--- src/rtl/count_pwm.sv ---
// PWM generator driven by an external free-running counter, with a double-buffered duty register.
// Optional build macro COUNT_PWM_FULL_ON_EN: maximum duty holds pwm_o high for the whole period.
module count_pwm #(
    parameter int WIDTH = 4
) (
    input  logic             clk,
    input  logic             R,
    input  logic [WIDTH-1:0] cnt_i,
    input  logic             en,
    input  logic [WIDTH-1:0] duty_i,
    input  logic             duty_we,
    output logic             pwm_o,
    output logic             wrap_o,
    output logic             seq_err_o,
    output logic [WIDTH-1:0] duty_q
);

    localparam logic [1:0] IDLE = 2'd0;
    localparam logic [1:0] SYNC = 2'd1;
    localparam logic [1:0] RUN  = 2'd2;

    localparam logic [WIDTH-1:0] CNT_MAX = '1;

    logic [1:0]       state;
    logic [1:0]       state_nx;
    logic [WIDTH-1:0] prev_cnt;
    logic [WIDTH-1:0] duty_sh;
    logic [WIDTH-1:0] duty_nx;
    logic [WIDTH-1:0] load_val;
    logic [WIDTH-1:0] cnt_inc;
    logic             pwm_nx;
    logic             wrap_nx;
    logic             err_nx;
    logic             cnt_zero;
    logic             is_hold;
    logic             is_step;
    logic             period_start;

    function automatic logic pwm_cmp(input logic [WIDTH-1:0] c, input logic [WIDTH-1:0] d);
`ifdef COUNT_PWM_FULL_ON_EN
        return (d == CNT_MAX) || (c < d);
`else
        return c < d;
`endif
    endfunction

    // A write in the same cycle as a period start bypasses the shadow register.
    assign load_val     = duty_we ? duty_i : duty_sh;
    assign cnt_inc      = prev_cnt + WIDTH'(1);
    assign cnt_zero     = (cnt_i == '0);
    assign is_hold      = (cnt_i == prev_cnt);
    assign is_step      = (cnt_i == cnt_inc);
    assign period_start = cnt_zero && !is_hold;

    always_comb begin
        state_nx = state;
        duty_nx  = duty_q;
        pwm_nx   = 1'b0;
        wrap_nx  = 1'b0;
        err_nx   = seq_err_o;
        case (state)
            IDLE: begin
                err_nx = 1'b0;
                if (en) state_nx = SYNC;
            end
            SYNC: begin
                if (!en) begin
                    state_nx = IDLE;
                    err_nx   = 1'b0;
                end else if (cnt_zero) begin
                    state_nx = RUN;
                    duty_nx  = load_val;
                    pwm_nx   = pwm_cmp('0, load_val);
                end
            end
            RUN: begin
                if (!en) begin
                    state_nx = IDLE;
                    err_nx   = 1'b0;
                end else begin
                    // Wrap and upstream restart both open a new period; only a true wrap is reported.
                    if (period_start) begin
                        duty_nx = load_val;
                        wrap_nx = (prev_cnt == CNT_MAX);
                    end else if (!is_hold && !is_step) begin
                        err_nx = 1'b1;
                    end
                    pwm_nx = pwm_cmp(cnt_i, duty_nx);
                end
            end
            default: begin
                state_nx = IDLE;
                err_nx   = 1'b0;
            end
        endcase
    end

    // Output/state register stage
    always_ff @(posedge clk or negedge R) begin
        if (!R) begin
            state     <= IDLE;
            prev_cnt  <= '0;
            duty_sh   <= '0;
            duty_q    <= '0;
            pwm_o     <= 1'b0;
            wrap_o    <= 1'b0;
            seq_err_o <= 1'b0;
        end else begin
            state     <= state_nx;
            prev_cnt  <= cnt_i;
            if (duty_we) duty_sh <= duty_i;
            duty_q    <= duty_nx;
            pwm_o     <= pwm_nx;
            wrap_o    <= wrap_nx;
            seq_err_o <= err_nx;
        end
    end

endmodule

--- config.mk ---
export PLATFORM = sky130hd
export DESIGN_NAME = count_pwm
export DESIGN_NICKNAME = d
export VERILOG_FILES = /design/src/rtl/count_pwm.sv
export SDC_FILE = /design/constraint.sdc
export NUM_CORES = 1
export LEC_CHECK = 0
export ABC_AREA = 1
export CAP_MARGIN = 20
export CORE_MARGIN = 2
export CORE_UTILIZATION = 39
export CTS_CLUSTER_DIAMETER = 150
export DETAILED_ROUTE_END_ITERATION = 12
export GPL_TIMING_DRIVEN = 1
export SETUP_SLACK_MARGIN = 0.05
export SLEW_MARGIN = 20
export SYNTH_ARGS = -nofsm -noshare
export SYNTH_HDL_FRONTEND = slang
export SYNTH_SLANG_ARGS = --single-unit
--- constraint.sdc ---
create_clock -name clk -period 1.84 [get_ports clk]
set_clock_uncertainty 0.2 [all_clocks]
set_input_delay 0.368 -clock clk [delete_from_list [all_inputs] [get_ports clk]]
set_output_delay 0.368 -clock clk [all_outputs]
set_load 0.1 [all_outputs]
==> run_summary.xml <==
<?xml version="1.0" encoding="UTF-8"?>
<metrics>
  <group name="run_status">
    <metric name="outcome" unit="">complete, but fails checks</metric>
    <metric name="failed_checks" unit="">setup timing</metric>
  </group>
  <group name="routing">
    <metric name="num_vias" unit="">1017</metric>
    <metric name="vias_per_cell" unit="">4.75</metric>
    <metric name="ant_nets" unit="">0</metric>
    <metric name="drt_pass1_iterations" unit="">4</metric>
    <metric name="number_of_remaining_drc_errors" unit="">0</metric>
    <metric name="drt-wirelength-per-cell" unit="µm">12.1</metric>
    <metric name="detail_route.wirelength" unit="µm">2600</metric>
    <metric name="first_iter_violations" unit="">26</metric>
  </group>
  <group name="global_routing">
    <metric name="grt_first_pass_wirelength" unit="µm">4150</metric>
    <metric name="grt_max_degree" unit="">18</metric>
    <metric name="grt_pass1_vias" unit="">1009</metric>
    <metric name="global_route.usage.total" unit="%">16.5</metric>
    <metric name="use_met3" unit="%">2.79</metric>
    <metric name="grt_antenna_before_repair" unit="">0</metric>
    <metric name="gr-usage-met2" unit="%">29.9</metric>
    <metric name="grt_overflow" unit="">0</metric>
    <metric name="global_route.usage.met1" unit="%">18.7</metric>
    <metric name="grt_most_used_layer" unit="">met2</metric>
  </group>
  <group name="clock_tree">
    <metric name="clockRootBuffer" unit="">clkbuf_4</metric>
    <metric name="worst_setup_hold_path_clk_slew" unit="ps">110</metric>
    <metric name="clock_insertion_delay_worst_skew" unit="ps">290</metric>
    <metric name="clock_tree.htree_level_count" unit="">1</metric>
    <metric name="numClockSinks" unit="">17</metric>
    <metric name="cts_tree" unit="">yes</metric>
    <metric name="cts-buffers-inserted" unit="">3</metric>
    <metric name="clock_tree.buffer_depth" unit="">2</metric>
  </group>
  <group name="place">
    <metric name="routabilityCongestion" unit="">0.825</metric>
    <metric name="detailed_place_hpwl" unit="µm">1900</metric>
    <metric name="port_buffer_count" unit="">18</metric>
  </group>
  <group name="power">
    <metric name="power.total" unit="mW">2.12</metric>
    <metric name="power.density_cell_area" unit="nW/µm²">1250</metric>
    <metric name="p_leak" unit="nW">0.848</metric>
    <metric name="power.ir.vdd_worst" unit="mV">1.53</metric>
  </group>
  <group name="logic_synthesis">
    <metric name="synth_cells" unit="">130</metric>
    <metric name="synthesized_cell_area" unit="µm²">1060</metric>
    <metric name="ys_types" unit="">28</metric>
    <metric name="synth.yosys.seq_area_share" unit="%">40.0</metric>
    <metric name="synth.yosys.warnings" unit="">0</metric>
    <metric name="dominantRegCellSynth" unit="">dfrtp_1</metric>
    <metric name="synth_seq_cells" unit="">17</metric>
    <metric name="synth_enable_flop_cells" unit="">0</metric>
    <metric name="proportion_of_synthesized_flip_flops_having_asynchronous_set_or_reset" unit="%">100</metric>
    <metric name="post_synthesis_area_per_instance" unit="µm²">8.17</metric>
    <metric name="syn_nets" unit="">149</metric>
  </group>
  <group name="timing">
    <metric name="fin_hold_ws" unit="ps">26.9</metric>
    <metric name="grt_setup_unrepaired" unit="">yes</metric>
    <metric name="final.period_utilization" unit="%">109</metric>
    <metric name="final_critical_path_setup_slack" unit="ps">-167</metric>
    <metric name="setup_violation_total_in_the_final_timing_report" unit="">1</metric>
    <metric name="timing_hold_violations_final" unit="">0</metric>
    <metric name="timing.final.max_slew_violations" unit="">0</metric>
    <metric name="final_period_minus_worst_setup_slack" unit="ps">2010</metric>
    <metric name="tightestPinTransition" unit="ps">342</metric>
    <metric name="timing.fmax" unit="MHz">498</metric>
    <metric name="max-slew-margin-rel" unit="%">77.2</metric>
  </group>
  <group name="die">
    <metric name="die_area" unit="µm²">3160</metric>
    <metric name="row_count" unit="">18</metric>
    <metric name="floorplan.initialDensity" unit="%">42.1</metric>
    <metric name="die_height" unit="µm">56.2</metric>
    <metric name="core_area" unit="µm²">2520</metric>
    <metric name="floorplan.die.width" unit="µm">56.2</metric>
    <metric name="io_pins" unit="">19</metric>
  </group>
  <group name="layout">
    <metric name="multiInputGateArea" unit="µm²">608</metric>
    <metric name="seqCellArea" unit="µm²">429</metric>
    <metric name="nNetsFinal" unit="">204</metric>
    <metric name="syn2layout_area_growth" unit="%">60.4</metric>
    <metric name="fillCellCount" unit="">211</metric>
    <metric name="antenna-diode-count" unit="">0</metric>
    <metric name="drive_gt1_share" unit="%">47.3</metric>
  </group>
  <group name="min_path">
    <metric name="hold_crit_class" unit="">in2reg</metric>
    <metric name="worstHoldPathCells" unit="">1</metric>
  </group>
  <group name="critical_path">
    <metric name="required" unit="ps">1860</metric>
    <metric name="crit_path_max_fanout" unit="">6</metric>
    <metric name="critPathCaptureType" unit="">flip-flop</metric>
    <metric name="critical_path.startpoint_type" unit="">flip-flop</metric>
    <metric name="worstRegToRegCells" unit="">14</metric>
    <metric name="criticalPathCategory" unit="">reg2reg</metric>
    <metric name="cp_data_arrival_time" unit="ps">2030</metric>
  </group>
  <group name="flow_run">
    <metric name="maxCapViolCount" unit="">0</metric>
  </group>
</metrics>
-- critical path, cell delays in order (launching register included) --
cell	delay, ps
dfrtp_1	420
inv_1	70
nand2_1	60
nand2_2	80
nor2_2	40
nand2_2	80
nand2_4	60
buf_12	140
o21ai_4	180
ha_4	220
nand2_2	50
nand2_2	50
nand2_2	60
nand2_2	50
a21oi_2	140
-- Yosys cell counts (2+ instances only) --
master      n  area share [%]
ha_1        7             8.2
o2111ai_1   2             1.6
nor2_1      2            0.71
nand2_1    31              11
dfrtp_1    17              40
o211ai_1    2             1.4
o21ai_1     8             3.8
nand3_1     6             2.8
o21a_1      2             1.4
a21oi_1     3             1.4
xnor2_1     2             1.6
nand2_2     5             2.9
inv_1      23             8.1
nor3_1      2            0.94
inv_2       4             1.4
o21ai_2     2             1.6
-- per-layer routing --
| layer | up-vias | wire [µm] |
|---|---|---|
| met5 | - | 0 |
| met4 | 0 | 46 |
| li1 | 521 | - |
| met2 | 27 | 1310 |
| met1 | 465 | 1120 |
| met3 | 4 | 124 |
-- cell usage in the layout, fill, tap and decap left out, drive strengths merged --
cell           instances
clkinv                 1
buf                   40
clkbuf                 8
xor2                   1
o211ai                 2
nor2                   4
clkdlybuf4s50          6
xnor2                  2
a31oi                  1
ha                     7
nor3                   3
o21a                   2
nand2                 37
dlymetal6s2s           1
inv                   27
o2111ai                2
a21oi                  5
dfrtp                 17
o21ai                 10
o22ai                  1
nand3                  6
o221ai                 1
-- repair_timing --
item,4_1_cts,5_1_grt
resized for setup,10,24
hold buffers,0,0
buffers inserted,4,6
setup endpoints to repair,5,5
gates cloned,0,0
pin swaps,6,18
-- flip-flops by register name (all words and copies together), names as in the netlist --
signal / flops
wrap_o: 1
seq_err_o: 1
state: 2
pwm_o: 1
prev_cnt: 4
duty_sh: 4
duty_q: 4
-- logic make-up after synthesis --
family / share of synthesized area (%)
fa+ha+maj: 8.24
flops: 40.0
simple gates: 22.6
buf+inv: 11.0
xor+xnor: 2.47
compound gates: 15.7
-- where the power goes --
group          internal (mW)  leakage [nW]  total [mW]  switching [mW]
Sequential             0.464         0.206       0.551          0.0867
Combinational          0.549         0.627        1.36           0.816
Clock                 0.0842        0.0150       0.208           0.124
Total                   1.10         0.848        2.12            1.03
-- metrics by stage --
stage | std cells | setup TNS [ps] | cell area, µm² | util [%] | setup WS [ps]
finish | 214 | -167 | 1700 | 67.6 | -167
global placement | 202 | -2640 | 1550 | 61.4 | -611
detailed placement | 202 | -2880 | 1550 | 61.4 | -691
floorplan | 130 | -50.5 | 1070 | - | -50.5
CTS | 210 | -116 | 1630 | 64.6 | -116
global route | 214 | -298 | 1700 | 67.6 | -278
-- final timing paths --
path,start,endpoint,slack (ps)
min,cnt_i[0],prev_cnt[0],30
max in group asynchronous,R,duty_q[1],1040
max,prev_cnt[3],pwm_o,-170
max reg2reg,prev_cnt[3],pwm_o,-170
min in group asynchronous,R,prev_cnt[2],180
min reg2reg,state[1],state[1],330
-- final cells by class --
type,count,area share [%]
multi-input combinational,84,35.7
timing repair buffer,51,29.1
sequential,17,25.2
inverter,28,6.24
tap,30,2.20
clock buffer,4,1.54
(Power assumes the default switching activity.)
